File: config.mk
export PLATFORM = sky130hd
export DESIGN_NAME = uart_fifo_ctrl
export DESIGN_NICKNAME = d
export VERILOG_FILES = /design/src/rtl/uart_fifo_pkg.sv /design/src/rtl/fifo_ptr.sv /design/src/rtl/uart_fifo_ctrl.sv
export SDC_FILE = /design/constraint.sdc
export NUM_CORES = 1
export LEC_CHECK = 0
export BUFFER_PORTS_ARGS = -buffer_cell sky130_fd_sc_hd__buf_2
export CAP_MARGIN = 20
export CORE_MARGIN = 5
export CORE_UTILIZATION = 54
export CTS_BUF_LIST = sky130_fd_sc_hd__clkbuf_8
export CTS_CLUSTER_SIZE = 30
export DETAILED_ROUTE_END_ITERATION = 8
export GPL_ROUTABILITY_DRIVEN = 0
export PLACE_DENSITY = 0.91
export SYNTH_ARGS = -nofsm -noshare
export SYNTH_HDL_FRONTEND = slang
export SYNTH_SLANG_ARGS = --single-unit
File: constraint.sdc
create_clock -name clk -period 2.37 [get_ports clk]
set_input_delay 0.474 -clock clk [delete_from_list [all_inputs] [get_ports clk]]
set_output_delay 0.474 -clock clk [all_outputs]
set_load 0.02 [all_outputs]
File: src/rtl/uart_fifo_pkg.sv
// rtl/uart_fifo_pkg.sv - shared constants and status type for the UART FIFO controller
package uart_fifo_pkg;

    localparam int DEF_ADDR_WIDTH = 4;
    localparam int DEF_AF_LEVEL   = 12;
    localparam int DEF_AE_LEVEL   = 2;

    // Snapshot of all status flags, used by monitors and scoreboards.
    typedef struct packed {
        logic full;
        logic empty;
        logic almost_full;
        logic almost_empty;
        logic overflow;
        logic underflow;
    } fifo_status_t;

endpackage

File: src/rtl/fifo_ptr.sv
// rtl/fifo_ptr.sv - wrap counter with increment enable and synchronous clear
module fifo_ptr
    import uart_fifo_pkg::*;
#(
    parameter int WIDTH = DEF_ADDR_WIDTH + 1
) (
    input  logic             clk,
    input  logic             reset,
    input  logic             clr,
    input  logic             inc,
    output logic [WIDTH-1:0] ptr
);

    logic [WIDTH-1:0] ptr_q;
    logic [WIDTH-1:0] ptr_d;

    // Clear wins over increment; the counter wraps naturally at 2**WIDTH.
    always_comb begin
        ptr_d = ptr_q;
        if (clr) begin
            ptr_d = '0;
        end else if (inc) begin
            ptr_d = ptr_q + WIDTH'(1);
        end
    end

    // Pointer register.
    always_ff @(posedge clk or posedge reset) begin
        if (reset) begin
            ptr_q <= '0;
        end else begin
            ptr_q <= ptr_d;
        end
    end

    assign ptr = ptr_q;

endmodule

File: src/rtl/uart_fifo_ctrl.sv
// rtl/uart_fifo_ctrl.sv - UART FIFO pointer/status controller (optional level output: UART_FIFO_LEVEL_EN)
module uart_fifo_ctrl
    import uart_fifo_pkg::*;
#(
    parameter int ADDR_WIDTH = DEF_ADDR_WIDTH,
    parameter int AF_LEVEL   = DEF_AF_LEVEL,
    parameter int AE_LEVEL   = DEF_AE_LEVEL
) (
    input  logic                  clk,
    input  logic                  reset,
    input  logic                  wr,
    input  logic                  rd,
    input  logic                  flush,
    input  logic                  clr_err,
    output logic                  w_en,
    output logic [ADDR_WIDTH-1:0] w_addr,
    output logic [ADDR_WIDTH-1:0] r_addr,
    output logic                  full,
    output logic                  empty,
    output logic                  almost_full,
    output logic                  almost_empty,
    output logic                  overflow,
    output logic                  underflow
`ifdef UART_FIFO_LEVEL_EN
    ,
    output logic [ADDR_WIDTH:0]   level
`endif
);

    localparam logic [ADDR_WIDTH:0] AF_L = (ADDR_WIDTH + 1)'(AF_LEVEL);
    localparam logic [ADDR_WIDTH:0] AE_L = (ADDR_WIDTH + 1)'(AE_LEVEL);

    logic [ADDR_WIDTH:0] wptr;
    logic [ADDR_WIDTH:0] rptr;
    logic [ADDR_WIDTH:0] occupancy;
    logic                push_ok;
    logic                pop_ok;
    logic                ovf_evt;
    logic                udf_evt;
    logic                overflow_q;
    logic                overflow_d;
    logic                underflow_q;
    logic                underflow_d;

    fifo_ptr #(.WIDTH(ADDR_WIDTH + 1)) u_wptr (
        .clk   (clk),
        .reset (reset),
        .clr   (flush),
        .inc   (push_ok),
        .ptr   (wptr)
    );

    fifo_ptr #(.WIDTH(ADDR_WIDTH + 1)) u_rptr (
        .clk   (clk),
        .reset (reset),
        .clr   (flush),
        .inc   (pop_ok),
        .ptr   (rptr)
    );

    // Occupancy and flags straight from the registered pointers.
    always_comb begin
        occupancy    = wptr - rptr;
        empty        = (wptr == rptr);
        full         = (wptr[ADDR_WIDTH] != rptr[ADDR_WIDTH]) &&
                       (wptr[ADDR_WIDTH-1:0] == rptr[ADDR_WIDTH-1:0]);
        almost_full  = (occupancy >= AF_L);
        almost_empty = (occupancy <= AE_L);
    end

    // Accept/reject decisions; a pop while full frees the slot the push lands in.
    always_comb begin
        push_ok = !flush && wr && (!full || rd);
        pop_ok  = !flush && rd && !empty;
        ovf_evt = !flush && wr && full && !rd;
        udf_evt = !flush && rd && empty;
        w_en    = push_ok;
    end

    // Sticky error next state: flush clears, a new error beats clr_err.
    always_comb begin
        overflow_d  = overflow_q;
        underflow_d = underflow_q;
        if (flush) begin
            overflow_d  = 1'b0;
            underflow_d = 1'b0;
        end else begin
            if (ovf_evt) begin
                overflow_d = 1'b1;
            end else if (clr_err) begin
                overflow_d = 1'b0;
            end
            if (udf_evt) begin
                underflow_d = 1'b1;
            end else if (clr_err) begin
                underflow_d = 1'b0;
            end
        end
    end

    // Sticky error registers.
    always_ff @(posedge clk or posedge reset) begin
        if (reset) begin
            overflow_q  <= 1'b0;
            underflow_q <= 1'b0;
        end else begin
            overflow_q  <= overflow_d;
            underflow_q <= underflow_d;
        end
    end

    assign overflow  = overflow_q;
    assign underflow = underflow_q;
    assign w_addr    = wptr[ADDR_WIDTH-1:0];
    assign r_addr    = rptr[ADDR_WIDTH-1:0];

`ifdef UART_FIFO_LEVEL_EN
    logic [ADDR_WIDTH:0] level_q;
    logic [ADDR_WIDTH:0] level_d;

    // Level tracks the post-edge occupancy so it updates with the pointers.
    always_comb begin
        level_d = occupancy + (ADDR_WIDTH + 1)'(push_ok) - (ADDR_WIDTH + 1)'(pop_ok);
        if (flush) begin
            level_d = '0;
        end
    end

    // Registered level.
    always_ff @(posedge clk or posedge reset) begin
        if (reset) begin
            level_q <= '0;
        end else begin
            level_q <= level_d;
        end
    end

    assign level = level_q;
`endif

endmodule

==> impl_metrics.ini <==
[power_and_ir_drop]
peakVddDrop_mv = 0.438
power.switching_mw = 0.303
comb_power_share = 0.504
p_int_mw = 0.526
power_density_mw_per_mm2 = 730
p_seq_frac = 0.278
power_mw = 0.829
power.leakage_nw = 0.544
pwr-share-clk = 0.217
switching_share = 0.366

[cts]
cts_max_path_buffers = 2
numCtsBuffers = 3
insertion_delay_ns = 0.23
cts_tree = built
htreeDepth = 1
cts_root_buf = clkbuf_8
cts_sinks = 12
clkSlewWorstSetupHoldPaths_ns = 0.05

[floorplanning]
start_util = 0.572
dieArea_sq_mm = 0.00252
chipWidth_um = 50.2
fp.coreArea_sq_mm = 0.00152
die_y_um = 50.2
io_pins = 21
fp-row-count = 14

[synth]
syn-num-nets = 103
synth-seq-cells = 12
syn_inst = 90
yosysSeqAreaShare = 0.344
synth_area_sq_um = 872
ys_types = 29
syn_area_per_cell_sq_um = 9.69
ys_warn_count = 0

[setup_path]
endpoint_kind = output port
critical_path_class = flip-flop to output port
cp_data_arrival_time_ns = 2.07
start_kind = flip-flop
crit_fanout = 2
required_ns = 1.90

[timing]
rsz0062_at_grt = yes
slew_viol_final = 0
fmax_ghz = 0.393
period_needed_ns = 2.54
fin_crit_sh = 1.07
slew_headroom = 0.674
tns_ns = -0.295
fin_ws_ns = -0.172
tightest_slew_ns = 0.489
finalClockSkew_ns = 0.00360
hold_viol_final = 0
setup_violations = 2

[grt]
grt_pass1_wl_mm = 3.19
grt_pass1_vias = 733
grt_use_total = 0.166
grt-ovfl-total = 0
grt_antenna_before_repair = 0
grt_max_degree = 14

[detailed_routing]
wirelength_mm = 2.01
drt_iter0_drc = 17
drc = 0
via_per_inst = 5.47
vias = 728
wire_per_inst_um = 15.1
first_pass_iters = 4
ant_nets = 0

[finish]
fin_util = 0.745
fin_cells = 133
fin_nets = 132
fillers = 102
multi_input_area_sq_um = 544
drive_above_1_share = 0.436
syn2layout_area_growth_pct = 30.1
seq_area_sq_um = 300
diodes = 0

[placement]
place.port_buffers = 20
dpl.cell_count = 128
dp_hpwl_mm = 1.50

[run_status]
violations = setup timing
status = finished with violations

[hold_path]
min_path_type = input port to async pin

[run]
cap_violations = 0
-- worst max-delay path, stage by stage (launching register included) --
cell and delay [ns]:
dfrtp_1 0.37, inv_1 0.12, ha_4 0.22, nor2b_1 0.13, o21a_1 0.17, or3_4 0.35
a2111oi_4 0.29, buf_4 0.19
-- cell usage after synthesis (all sizes together) --
cell	number	area, sq um
o21a	1	7.51
fa	1	20.0
dfrtp	12	300
nor3	1	5.00
buf	8	60.1
o311ai	1	8.76
nor2	12	45.0
and4	1	8.76
clkbuf	1	3.75
o31ai	1	21.3
xnor2	4	42.6
o21ai	6	33.8
o211ai	1	7.51
a21o	1	7.51
a21oi	6	30.0
nor2b	4	25.0
nand3	3	15.0
a2111oi	1	15.0
a31o	1	8.76
or3	4	25.0
inv	6	22.5
nand4	1	12.5
xor2	5	51.3
ha	6	75.1
mux2i	2	20.0
-- worst paths after layout --
check,startpoint,endpoint,slack [ns],cells past startpoint
max,u_rptr.ptr[1],almost_empty,-0.17,7
min in group clk,wr,overflow,0.55,3
min,reset,u_rptr.ptr[4],0.25,2
max reg2reg,u_rptr.ptr[2],u_wptr.ptr[1],0.37,8
min reg2reg,overflow,overflow,0.63,3
max in group asynchronous,reset,u_wptr.ptr[3],1.79,2
-- registers in the layout, indices dropped and copies added, names as in the netlist --
signal,count
u_rptr.ptr,5
overflow,1
u_wptr.ptr,5
underflow,1
-- what timing repair did --
item | CTS | global route
buffers inserted | 2 | 0
gates cloned | 0 | 0
setup endpoints to repair | 2 | 4
pin swaps | 4 | 0
hold buffers | 0 | 0
resized for setup | 11 | 2
-- per-layer routing --
metal / part of all wire / global-route usage / up-vias
li1: - / - / 356
met1: 0.41 / 0.197 / 333
met2: 0.49 / 0.272 / 31
met3: 0.061 / 0.0266 / 8
met4: 0.039 / 0.114 / 0
met5: 0 / 0 / -
-- layout by cell type, fill, tap and decap left out, types with 3 or more instances in the layout --
| cell | synthesis | routed |
|---|---|---|
| nand3_1 | 3 | 3 |
| ha_1 | 6 | 4 |
| buf_4 | 8 | 14 |
| dfrtp_1 | 12 | 12 |
| a21oi_1 | 6 | 5 |
| nor2_1 | 12 | 11 |
| nor2b_1 | 4 | 4 |
| inv_1 | 6 | 4 |
| o21ai_0 | 3 | 3 |
| or3_1 | 4 | 3 |
| clkbuf_8 | 0 | 3 |
| xor2_1 | 4 | 4 |
| buf_2 | 0 | 18 |
-- final cells by class --
class	instances	area share
Inverter	6	0.0198
Multi-Input combinational cell	63	0.480
Sequential cell	12	0.265
Timing Repair Buffer	33	0.182
Tap cell	16	0.0176
Clock buffer	3	0.0364
-- power by group through the flow --
stage                     Clock (mW)  Combinational [mW]  Sequential [mW]
final                          0.180               0.418            0.231
after global routing           0.193               0.451            0.233
after CTS                      0.184               0.409            0.230
after detailed placement           0               0.360            0.231
after global placement             0               0.344            0.229
after floorplan                    0               0.246            0.239
-- metrics by stage --
stage,hold slack [ns],worst slack (ns),cell area [sq um]
CTS,0.269,-0.172,1120
global placement,0.502,0.00587,1020
finish,0.251,-0.172,1130
floorplan,0.339,0.00304,885
global route,0.305,-0.248,1130
detailed placement,0.513,-0.0950,1020
-- kinds of logic (layout without fill, tap and decap cells) --
kind of cell,after synthesis,after routing,share of synthesized area
and+or+nand+nor,26,26,0.156
muxes,2,2,0.0230
AOI/OAI and AO/OA,19,19,0.161
DFF,12,12,0.344
adders and majority gates,7,7,0.109
buffers and inverters,15,42,0.0990
xor gates and xnor gates,9,9,0.108
Note: power is estimated with default switching activity, not from simulation.
